[src/rtl/median_pkg.sv]
// Shared types and constants for the median filter front end.
package median_pkg;

  typedef enum logic [1:0] {IDLE, SEND, WAIT} feeder_state_t;

  localparam int unsigned WIN_SIZE = 9;

endpackage

[src/rtl/line_buffer.sv]
// Enabled shift register. Q is the sample pushed DEPTH enables ago, i.e. the
// same column one image line earlier when DEPTH equals the line length.
module line_buffer #(
  parameter int unsigned WIDTH = 8,
  parameter int unsigned DEPTH = 16
) (
  input  logic             CLK,
  input  logic             EN,
  input  logic [WIDTH-1:0] D,
  output logic [WIDTH-1:0] Q
);

  logic [WIDTH-1:0] sr_q [DEPTH];

  always_ff @(posedge CLK) begin
    if (EN) begin
      sr_q[0] <= D;
      for (int unsigned i = 1; i < DEPTH; i++) begin
        sr_q[i] <= sr_q[i-1];
      end
    end
  end

  assign Q = sr_q[DEPTH-1];

endmodule

[src/rtl/median_window_feeder.sv]
// Builds a 3x3 window over a raster pixel stream and serialises each interior
// window into the MEDIAN core, returning one filtered pixel per window.
module median_window_feeder
  import median_pkg::*;
#(
  parameter int unsigned WIDTH = 8,
  parameter int unsigned IMG_W = 16,
  parameter int unsigned IMG_H = 16
) (
  input  logic             CLK,
  input  logic             nRST,
  input  logic [WIDTH-1:0] IN_DATA,
  input  logic             IN_VALID,
  output logic             IN_RDY,
  output logic [WIDTH-1:0] MED_DI,
  output logic             MED_DSI,
  input  logic [WIDTH-1:0] MED_DO,
  input  logic             MED_DSO,
  output logic [WIDTH-1:0] OUT_DATA,
  output logic             OUT_VALID,
  output logic             OUT_LAST
);

  localparam int unsigned ColW = $clog2(IMG_W);
  localparam int unsigned RowW = $clog2(IMG_H);
  localparam logic [ColW-1:0] ColMax = ColW'(IMG_W - 1);
  localparam logic [RowW-1:0] RowMax = RowW'(IMG_H - 1);
  localparam logic [3:0]      KLast  = 4'(WIN_SIZE - 1);

  feeder_state_t    state_q, state_d;
  logic [ColW-1:0]  col_q, col_d;
  logic [RowW-1:0]  row_q, row_d;
  logic [3:0]       k_q, k_d;
  logic             last_pend_q, last_pend_d;
  logic [WIDTH-1:0] out_data_q, out_data_d;
  logic             out_valid_q, out_valid_d;
  logic             out_last_q, out_last_d;

  logic [WIDTH-1:0] win_q [3][3];
  logic [WIDTH-1:0] lb0_out, lb1_out;
  logic             accept, win_ok, frame_last;

  assign IN_RDY     = (state_q == IDLE);
  assign accept     = IN_VALID & IN_RDY;
  assign win_ok     = (row_q >= RowW'(2)) && (col_q >= ColW'(2));
  assign frame_last = (row_q == RowMax) && (col_q == ColMax);

  line_buffer #(.WIDTH(WIDTH), .DEPTH(IMG_W)) u_lb0 (
    .CLK (CLK),
    .EN  (accept),
    .D   (IN_DATA),
    .Q   (lb0_out)
  );

  line_buffer #(.WIDTH(WIDTH), .DEPTH(IMG_W)) u_lb1 (
    .CLK (CLK),
    .EN  (accept),
    .D   (lb0_out),
    .Q   (lb1_out)
  );

  // Window is only ever read once the counters say it is fully populated.
  always_ff @(posedge CLK) begin
    if (accept) begin
      for (int unsigned r = 0; r < 3; r++) begin
        win_q[r][0] <= win_q[r][1];
        win_q[r][1] <= win_q[r][2];
      end
      win_q[0][2] <= lb1_out;
      win_q[1][2] <= lb0_out;
      win_q[2][2] <= IN_DATA;
    end
  end

  always_comb begin
    col_d = col_q;
    row_d = row_q;
    if (accept) begin
      if (col_q == ColMax) begin
        col_d = '0;
        row_d = (row_q == RowMax) ? '0 : row_q + RowW'(1);
      end else begin
        col_d = col_q + ColW'(1);
      end
    end
  end

  always_comb begin
    state_d     = state_q;
    k_d         = k_q;
    last_pend_d = last_pend_q;
    out_data_d  = out_data_q;
    out_valid_d = 1'b0;
    out_last_d  = 1'b0;
    unique case (state_q)
      IDLE: begin
        if (accept && win_ok) begin
          state_d     = SEND;
          k_d         = '0;
          last_pend_d = frame_last;
        end
      end
      SEND: begin
        if (k_q == KLast) begin
          state_d = WAIT;
          k_d     = '0;
        end else begin
          k_d = k_q + 4'd1;
        end
      end
      WAIT: begin
        if (MED_DSO) begin
          out_data_d  = MED_DO;
          out_valid_d = 1'b1;
          out_last_d  = last_pend_q;
          state_d     = IDLE;
        end
      end
      default: state_d = IDLE;
    endcase
  end

  always_ff @(posedge CLK or negedge nRST) begin
    if (!nRST) begin
      state_q     <= IDLE;
      col_q       <= '0;
      row_q       <= '0;
      k_q         <= '0;
      last_pend_q <= 1'b0;
      out_data_q  <= '0;
      out_valid_q <= 1'b0;
      out_last_q  <= 1'b0;
    end else begin
      state_q     <= state_d;
      col_q       <= col_d;
      row_q       <= row_d;
      k_q         <= k_d;
      last_pend_q <= last_pend_d;
      out_data_q  <= out_data_d;
      out_valid_q <= out_valid_d;
      out_last_q  <= out_last_d;
    end
  end

  // Row-major serialisation, top-left first.
  always_comb begin
    MED_DI = '0;
    if (state_q == SEND) begin
      case (k_q)
        4'd0:    MED_DI = win_q[0][0];
        4'd1:    MED_DI = win_q[0][1];
        4'd2:    MED_DI = win_q[0][2];
        4'd3:    MED_DI = win_q[1][0];
        4'd4:    MED_DI = win_q[1][1];
        4'd5:    MED_DI = win_q[1][2];
        4'd6:    MED_DI = win_q[2][0];
        4'd7:    MED_DI = win_q[2][1];
        4'd8:    MED_DI = win_q[2][2];
        default: MED_DI = '0;
      endcase
    end
  end

  assign MED_DSI   = (state_q == SEND);
  assign OUT_DATA  = out_data_q;
  assign OUT_VALID = out_valid_q;
  assign OUT_LAST  = out_last_q;

endmodule

[config.mk]
export PLATFORM = sky130hd
export DESIGN_NAME = median_window_feeder
export DESIGN_NICKNAME = d
export VERILOG_FILES = /design/src/rtl/median_pkg.sv /design/src/rtl/line_buffer.sv /design/src/rtl/median_window_feeder.sv
export SDC_FILE = /design/constraint.sdc
export NUM_CORES = 1
export LEC_CHECK = 0
export BUFFER_PORTS_ARGS = -buffer_cell sky130_fd_sc_hd__buf_4
export CAP_MARGIN = 5
export CORE_UTILIZATION = 32
export DETAILED_ROUTE_END_ITERATION = 10
export GPL_TIMING_DRIVEN = 0
export PLACE_DENSITY = 0.55
export SYNTH_ARGS = -nofsm -noshare
export SYNTH_HDL_FRONTEND = slang
export SYNTH_SLANG_ARGS = --single-unit
[constraint.sdc]
create_clock -name CLK -period 5.9 [get_ports CLK]
set_clock_uncertainty 0.2 [all_clocks]
set_input_delay 0 -clock CLK [delete_from_list [all_inputs] [get_ports CLK]]
set_output_delay 0 -clock CLK [all_outputs]
set_load 0.02 [all_outputs]
======== Word level (Yosys, flattened, before mapping) ========
Memory sizes are Yosys's and may differ from the RTL's.
Index checks and enable logic that the tools add are counted.
storage, ports and cells
  memory bits (writable) .................. 328
  memories kept ........................... 3
  logic and storage cells ................. 60
  flip-flop bits (word level) ............. 25
  bits of input ports ..................... 20
  output and inout bits ................... 20
operators by class
  muxes and demuxes ....................... 17
  equality and inequality tests ........... 15
  bitwise operators ....................... 1
  magnitude comparators ................... 2
  $add $sub $neg .......................... 3
  reductions and logical operators ........ 11
memory list
  memory      depth  width  read ports  clocked after memory_dff  wr ports  RTL line                    RTL
  u_lb0.sr_q  16     8      16          0                         16        line_buffer.sv:13           logic [WIDTH-1:0] sr_q [DEPTH];
  u_lb1.sr_q  16     8      16          0                         16        line_buffer.sv:13
  win_q       3      24     3           0                         3         median_window_feeder.sv:39  logic [WIDTH-1:0] win_q [3][3];
operator list
  kind                 number
  $pmux 8 s9           1
  $eq 4x3->1 const B   4
  $mux 4               4
  $add 4x1->4 const B  3
  $eq 4x4->1 const B   3
  $eq 4x2->1 const B   2
  $ge 4x2->1 const B   2
  $mux 8               1
  $pmux 4 s2           1
  $reduce_and 2->1     4
  $mux 1               6
  $mux 2               3
  $pmux 2 s3           1
  $eq 4x1->1 const B   1
  $logic_not 4->1      1
  $ne 2x1->1 const B   2
  $logic_and 1x1->1    3
  $reduce_and 3->1     1
  $eq 2x1->1 const B   1
  $eq 2x2->1 const B   1
  $logic_not 2->1      1
  $ne 2x2->1 const B   1
  $reduce_bool 2->1    1
  $and 1x1->1          1

======== Depth between registers and ports, before layout ========
Gate-level depths: netlist of run 1.
  depth in word-level cells ............... 5
  mapped depth ............................ 8

======== Modules after synthesis ========
Synthesis of run 1 repeated with hierarchy kept, for this count alone.
second synthesis, totals
  cells, all modules ...................... 558
  area, all modules ....................... 11728.7 sq um
modules (own cells, without submodules)
  module                seq. area each (sq um)  cells an instance  instances  area each (sq um)
  line_buffer           3843.7                  136                2          3903.7
  median_window_feeder  2787.7                  286                1          3921.3

======== Worst setup path after synthesis of run 1 ========
OpenSTA, ideal clock, no wires.
  path type ............................... register -> register
  start ................................... register state_q[0]
  end ..................................... memory u_lb0.sr_q[0][0], enable pin
  setup slack ............................. 1142 ps
  path buffers ............................ 0
  arrival time ............................ 3261 ps
  cell stages (with the launch flop) ...... 4
  required time ........................... 4404 ps
  path through ............................ dfrtp_1 > nor2_1 > nand2_1 > clkinv_2
RTL lines
  element                 RTL line                     RTL
  from (decl)             median_window_feeder.sv:30   feeder_state_t state_q, state_d;
  from (signal assigned)  median_window_feeder.sv:134  state_q <= state_d;
  to (decl)               line_buffer.sv:13

======== Final worst setup path of run 1 ========
  start ................................... register k_q[0]
  end ..................................... output MED_DI[4]
between the ends
  word-level cells in the longest chain between the ends .. 3
  elaborated cells between the ends (all ways) .. 11
  classes of those cells .................. eq/ne (8); mux (2); reduce/logical (1)
RTL lines
  element                                   RTL line                     RTL
  from (decl)                               median_window_feeder.sv:33   logic [3:0] k_q, k_d;
  from (signal assigned)                    median_window_feeder.sv:137  k_q <= k_d;
  $eq 4x4->1, or another cell as far along  median_window_feeder.sv:149  case (k_q)
  $pmux 8 s9 (*)                            median_window_feeder.sv:149
  $mux 8 (*)                                median_window_feeder.sv:148  if (state_q == SEND) begin
  to (decl)                                 median_window_feeder.sv:15   output logic [WIDTH-1:0] MED_DI,
Mark *: on every way between the ends. The rest lies on a longest branch, timed or not.

==> out/summary.txt, run 1 <==
Main area contributors after synthesis - edfxtp_1 (82%), dfrtp_1 (6.1%), nand2_1 (1.8%)
Syn_nets - 527
CP Max Fanout - 8
Overall power - 6.16 mW
Worst-path clk slew - 0.06 ns
Yosys top cell area share - 0.823
DR pass1 iterations - 5
Synth cell types - 43
Initial Util - 0.325
Simple-gate share of the synthesized area - 0.0416
Leading area contributor after synthesis - edfxtp_1
Slew HR - 0.418
Post-synthesis async set-or-reset flop share - 0.0820
VDD IR max - 0.000584 V
Post-synth EDFFs - 280
IO buf count - 39
Worst setup margin - 3.01 ns
Worst endpoint data arrival time - 2.69 ns
Area Overhead vs Synth - 21.4%
Grt total ovfl - 0
I/O pin cnt - 40
First-pass GRT wire length - 26.5 mm
Multiplexer area fraction after synthesis - 0.00980
ANT cells - 0
Final WL - 16.4 mm
Synth Flop Type - edfxtp_1
Max-cap violations - 0
Initial antenna violation count - 0
CP required - 5.70 ns
Minimum clock period after layout - 2.89 ns
Hold Crit Class - input pin to register
Max Clk Rate - 346 MHz
Syn avg cell area - 20.5 sq um
Worst slew pin tran - 0.873 ns
Cts bufs inserted - 29
Post-Place Setup Slack - 3.22 ns
CTS tree - yes
DR vias/cell - 4.57
WL/cell - 15.9 um
Largest family of logic cells by synthesized area - compound AO/OA/AOI/OAI gates
Setup crit end kind - primary output
PD cells - 497 nW/um^2
Setup TNS - 0 ns
Leakage dissipation - 4.39 nW
Period utilization - 0.490
Nets - 637
Maximum clock path buffer count - 3
Via count - 4716
Synth warnings - 0
DIE WIDTH - 181 um
DRT iter0 DRCs - 415
Xor and xnor fraction of the mapped netlist area - 0.00171
Share of the yosys chip area belonging to registers - 0.884
Worst-Skew Late Latency - 0.55 ns
Complex-gate fraction of the synthesized area - 0.0424
RSZ-0062 raised after global routing - no
# DRC - 0
Mapped Area - 10200 sq um
Vias in the first global route - 4780
Largest net degree at the start of global routing - 177
Cells after Synth - 499
Row cnt - 65
H-Tree Depth - 1
RePlAce Congestion - 0.796
Area of the core - 31500 sq um
DPL Wire Length - 9.23 mm
Root Driver - clkbuf_16
Final setup viols - 0
Type of origin of the critical path - register
Post-CTS Resized - 0
Layout cell share with drive strength beyond 1 - 0.160
Clock sink count - 305
Finished Core Util - 0.394
Total track usage - 0.103
Max Slew Vio Count - 0
#FFs+latches synth - 305
Die Area - 32700 sq um
Final Hold Viols - 0
Crit path kind - register to primary output
Post-Synth Adder-Cell Area - 0.00980
ANT nets after route - 0
Status - completed
Post-CTS setup buffer count - 0
Chip height - 181 um
==> worst max-delay path, stage by stage (launching register included) <==
cell,delay (ns)
dfrtp_1,0.44
inv_1,0.10
ha_1,0.21
buf_2,0.18
nor4_1,0.29
a211oi_1,0.07
o21ai_1,0.38
nor2b_1,0.25
buf_4,0.23
==> per-stage QoR <==
step	std cells	hold slack, ns	area, sq um
after floorplan	499	-0.496	10200
after global placement	940	-0.289	11000
after detailed placement	941	-0.274	11100
after CTS	1032	0.0159	12400
after global routing	1032	0.0355	12400
final	1032	0.0355	12400
==> layout make-up <==
| class | instances | area [sq um] |
|---|---|---|
| fillers | 2775 | 19100 |
| clock inverters | 19 | 214 |
| plain buffers | 10 | 62.6 |
| multi-input cells | 172 | 1080 |
| inverters | 12 | 57.6 |
| clock buffers | 33 | 741 |
| well taps | 402 | 503 |
| flip-flops and latches | 305 | 9030 |
| repair buffers | 79 | 721 |
==> what timing repair did <==
action	4_1_cts	5_1_grt
hold endpoints to repair	46	0
hold buffers	39	0
endpoints found under the setup margin	0	0
==> power breakdown <==
group | switching (mW) | internal (mW) | total, mW | leakage, nW
Clock | 0.769 | 1.08 | 1.85 | 0.466
Sequential | 0.260 | 3.19 | 3.45 | 3.03
Combinational | 0.563 | 0.307 | 0.870 | 0.892
Total | 1.59 | 4.57 | 6.16 | 4.39
==> cells by family (layout without fill, tap and decap cells) <==
family,after synthesis,in the layout
multiplexers,10,10
buffers and inverters,22,153
AO/OA/AOI/OAI,65,65
XOR/XNOR,2,2
flip-flops,305,305
adder cells (fa/ha/maj),8,8
AND/OR/NAND/NOR,87,87
==> layer usage <==
| layer | part of all wire | vias to the layer above | GRT usage |
|---|---|---|---|
| li1 | - | 2162 | - |
| met2 | 0.44 | 119 | 0.150 |
| met5 | 0 | - | 0 |
| met4 | 0.031 | 0 | 0.0369 |
| met1 | 0.47 | 2399 | 0.150 |
| met3 | 0.050 | 36 | 0.0236 |
==> synthesized netlist by cell type, types with 2 or more instances <==
cell	n
a221oi_1	2
nand2_1	50
a222oi_1	2
clkinv_1	2
nand3b_1	2
or4_4	2
and2b_1	2
nand3_1	11
ha_1	8
edfxtp_1	280
o31ai_1	2
mux2i_1	10
nand2b_1	2
a22o_1	6
dfrtp_1	25
a22oi_1	10
xnor2_1	2
a211oi_1	2
o21ai_0	13
buf_2	8
a31oi_1	3
nor3_1	3
buf_6	2
inv_1	9
a32oi_1	2
nor2_1	6
o22ai_1	7
a21oi_1	11
==> state kept, by name, summed over array words and instances, names as in the netlist <==
| name | cells |
|---|---|
| col_q | 4 |
| state_q | 2 |
| k_q | 4 |
| u_lb0.sr_q | 128 |
| last_pend_q | 1 |
| win_q | 48 |
| OUT_DATA | 8 |
| OUT_LAST | 1 |
| row_q | 4 |
| u_lb1.sr_q | 104 |
| OUT_VALID | 1 |
==> final timing paths <==
path	startpoint	end	slack, ns	cells past startpoint
min in group asynchronous	nRST	last_pend_q$_DFFE_PN0P_	0.24	4
max in group asynchronous	nRST	OUT_DATA[2]$_DFFE_PN0P_	5.09	4
hold / removal	MED_DO[2]	OUT_DATA[2]$_DFFE_PN0P_	0.04	4
setup / recovery	k_q[0]$_DFFE_PN0P_	MED_DI[4]	3.01	8
setup reg to reg	state_q[0]$_DFFE_PN0P_	u_lb0.sr_q[0][45]$_DFFE_PP_	3.22	4
hold reg to reg	u_lb1.sr_q[0][42]$_DFFE_PP_	u_lb1.sr_q[0][50]$_DFFE_PP_	0.21	0
==> cell usage in the layout (no fill, tap or decap), types with 5 or more instances in the layout <==
cell	n
edfxtp_1	280
nand2_1	50
buf_4	39
dlygate4sd3_1	38
clkbuf_16	29
dfrtp_1	25
o21ai_0	13
nand3_1	11
a21oi_1	11
mux2i_1	10
a22oi_1	10
inv_1	9
buf_2	8
ha_1	8
o22ai_1	7
clkinv_1	7
nor2_1	6
a22o_1	6
clkinv_2	5
Note: power is estimated with default switching activity, not from simulation.
==> run 2: changes to the inputs <==
==> constraint.sdc (replaced) <==
create_clock -name CLK -period 3 [get_ports CLK]
set_clock_uncertainty 0.2 [all_clocks]
set_input_delay 0 -clock CLK [delete_from_list [all_inputs] [get_ports CLK]]
set_output_delay 0 -clock CLK [all_outputs]
set_load 0.02 [all_outputs]
==> run 2 against run 1 <==
  * Sequential share of layout area decreased by 0.40 points
  * Cell area is 0.55% higher
  * Sequential power is 96% higher
  * Register-to-register slack got worse by 2.9 ns
  * Core utilization rose by 0.22 points
  * Final cell count rose by 0.68%
  * Worst hold slack worse by 0.026 ns
  * Die area is the same
  * Wire length rose by 0.99%
  * Total power grew 97%
  * Critical path type unchanged
  * Largest power group unchanged
==> out/summary.txt, run 2 (synthesized netlist as in run 1, its figures left out) <==
Status - completed (unchanged)
RR Endpoint - row_q[3]$_DFFE_PN0P_ (was u_lb0.sr_q[0][45]$_DFFE_PP_)
Worst hold margin - 0.00976 ns (was 0.0355 ns)
Cts bufs inserted - 30 (was 29)
Row cnt - 65 (unchanged)
Die Area - 32700 sq um (unchanged)
Max-cap violations - 0 (unchanged)
HP Start - MED_DO[6] (was MED_DO[2])
Max reg flops - 128 (unchanged)
Reg-to-reg critical path startpoint - state_q[0]$_DFFE_PN0P_ (unchanged)
Finished Core Util - 0.396 (was 0.394)
Setup TNS - 0 ns (unchanged)
Slew HR - 0.640 (was 0.418)
I/O pin cnt - 40 (unchanged)
RSZ-0062 raised after global routing - no (unchanged)
Commonest non-fill, non-tap cells in the layout - edfxtp_1 (280), nand2_1 (50), dlygate4sd3_1 (40), buf_4 (39), clkbuf_16 (31) (was edfxtp_1 (280), nand2_1 (50), buf_4 (39), dlygate4sd3_1 (38), clkbuf_16 (29))
Placed Area - 11000 sq um (was 11100 sq um)
Period utilization - 0.919
Final Non-Filler Cells - 1039 (was 1032)
Sequential cell area - 9030 sq um (unchanged)
Largest net degree at the start of global routing - 289 (was 177)
Vias in the first global route - 4759 (was 4780)
Initial Util - 0.325 (unchanged)
Multi-input logic area - 1080 sq um (about the same)
Minimum clock period after layout - 2.76 ns
Total track usage - 0.101 (was 0.103)
WL/cell - 16.0 um (was 15.9 um)
Layout cell share with drive strength beyond 1 - 0.165 (was 0.160)
DR vias/cell - 4.60 (was 4.57)
Top flop regs - u_lb0.sr_q (128), u_lb1.sr_q (104), win_q (48) (unchanged)
Max Slew Vio Count - 0 (unchanged)
Worst setup margin - 0.244 ns (was 3.01 ns)
Chip height - 181 um (unchanged)
Nets - 641 (was 637)
CP required - 2.80 ns (was 5.70 ns)
# fillers - 2757 (was 2775)
PD cells - 973 nW/um^2 (was 497 nW/um^2)
DRT iter0 DRCs - 389 (was 415)
DPL Wire Length - 9.05 mm (was 9.23 mm)
First-pass GRT wire length - 26.2 mm (was 26.5 mm)
Worst slew pin tran - 0.540 ns (was 0.873 ns)
Final WL - 16.6 mm (was 16.4 mm)
CP Max Fanout - 8 (unchanged)
H-Tree Depth - 1 (unchanged)
Hold Crit Class - input pin to register (unchanged)
Leakage dissipation - 4.41 nW (was 4.39 nW)
Area of the core - 31500 sq um (unchanged)
Via count - 4775 (was 4716)
Flop-to-flop setup slack - 0.31 ns (was 3.22 ns)
Clock sink count - 305 (unchanged)
Final Hold Viols - 0 (unchanged)
Root Driver - clkbuf_16 (unchanged)
ANT nets after route - 0 (unchanged)
Crit path kind - register to primary output (unchanged)
Largest Register - u_lb0.sr_q (unchanged)
# DRC - 0 (unchanged)
ANT cells - 0 (unchanged)
DR pass1 iterations - 5 (unchanged)
Worst hold path depth - 4 (unchanged)
Type of origin of the critical path - register (unchanged)
RePlAce Congestion - 0.750 (was 0.796)
Worst-path clk slew - 0.06 ns (about the same)
Dpl cells - 940 (was 941)
Worst r2r path cells - 7 (was 4)
Worst endpoint data arrival time - 2.56 ns (was 2.69 ns)
CTS tree - yes (unchanged)
Final setup viols - 0 (unchanged)
Max Clk Rate - 363 MHz
Worst-Skew Late Latency - 0.55 ns (about the same)
Grt total ovfl - 0 (unchanged)
Area Overhead vs Synth - 22.1% (was 21.4%)
IO buf count - 39 (unchanged)
VDD IR max - 0.000568 V (was 0.000584 V)
Commonest non-fill, non-tap cell in the layout - edfxtp_1 (unchanged)
Setup crit end kind - primary output (unchanged)
Maximum clock path buffer count - 3 (unchanged)
Overall power - 12.1 mW (was 6.16 mW)
Initial antenna violation count - 0 (unchanged)
DIE WIDTH - 181 um (unchanged)
Design area - 12500 sq um (was 12400 sq um)
Post-Place Setup Slack - 0.100 ns (was 3.22 ns)
Min-Delay Endpoint - OUT_DATA[6]$_DFFE_PN0P_ (was OUT_DATA[2]$_DFFE_PN0P_)
run 2: cell count changes in the layout (fill, tap and decap cells not counted), sizes merged:
cell and delta:
clkbuf +4, clkinvlp +2, dlygate4sd3 +2, bufinv -1, clkinv -1, inv +1
run 2: power by group:
part           switching [mW]  internal, mW  leakage (nW)
clock                    1.51          2.10         0.465
combinational            1.13         0.628         0.917
sequential              0.510          6.26          3.03
run 2: layout make-up:
type / count / share of cell area
Multi-Input combinational cell: 172 / 0.0869
Tap cell: 402 / 0.0403
Inverter: 12 / 0.00491
Clock buffer: 36 / 0.0620
Sequential cell: 305 / 0.724
Buffer: 10 / 0.00501
Timing Repair Buffer: 82 / 0.0614
Clock inverter: 20 / 0.0154
run 2: worst max path at each step:
| stage | start | end | slack (ns) |
|---|---|---|---|
| 2_1_floorplan | state_q[0]$_DFFE_PN0P_ | row_q[3]$_DFFE_PN0P_ | 0.37 |
| 3_3_place_gp | state_q[0]$_DFFE_PN0P_ | row_q[3]$_DFFE_PN0P_ | 0.34 |
| 3_5_place_dp | state_q[0]$_DFFE_PN0P_ | row_q[3]$_DFFE_PN0P_ | 0.10 |
| 4_1_cts | k_q[0]$_DFFE_PN0P_ | MED_DI[7] | 0.06 |
| 5_1_grt | state_q[0]$_DFFE_PN0P_ | row_q[3]$_DFFE_PN0P_ | 0.02 |
| 6_report | k_q[0]$_DFFE_PN0P_ | MED_DI[4] | 0.24 |
run 2: worst max-delay path: stages (launching register included):
cell and delay, ns:
dfrtp_1 0.44, inv_1 0.10, ha_1 0.20, buf_2 0.18, inv_1 0.21, o211ai_1 0.13
a221o_1 0.35, nor2b_1 0.19, buf_4 0.20
run 2: what timing repair did:
action                     4_1_cts  5_1_grt
setup endpoints to repair        0       14
gates resized for setup          0        2
hold buffers                    41        0
hold endpoints to repair        46        0
setup buffers                    0        0
run 2: routing by layer:
metal / GRT usage / vias to the layer above / routed length, um
met5: 0 / - / 0
met1: 0.147 / 2444 / 8000
met2: 0.153 / 112 / 7410
met4: 0.0284 / 0 / 395
li1: - / 2185 / -
met3: 0.0228 / 34 / 785
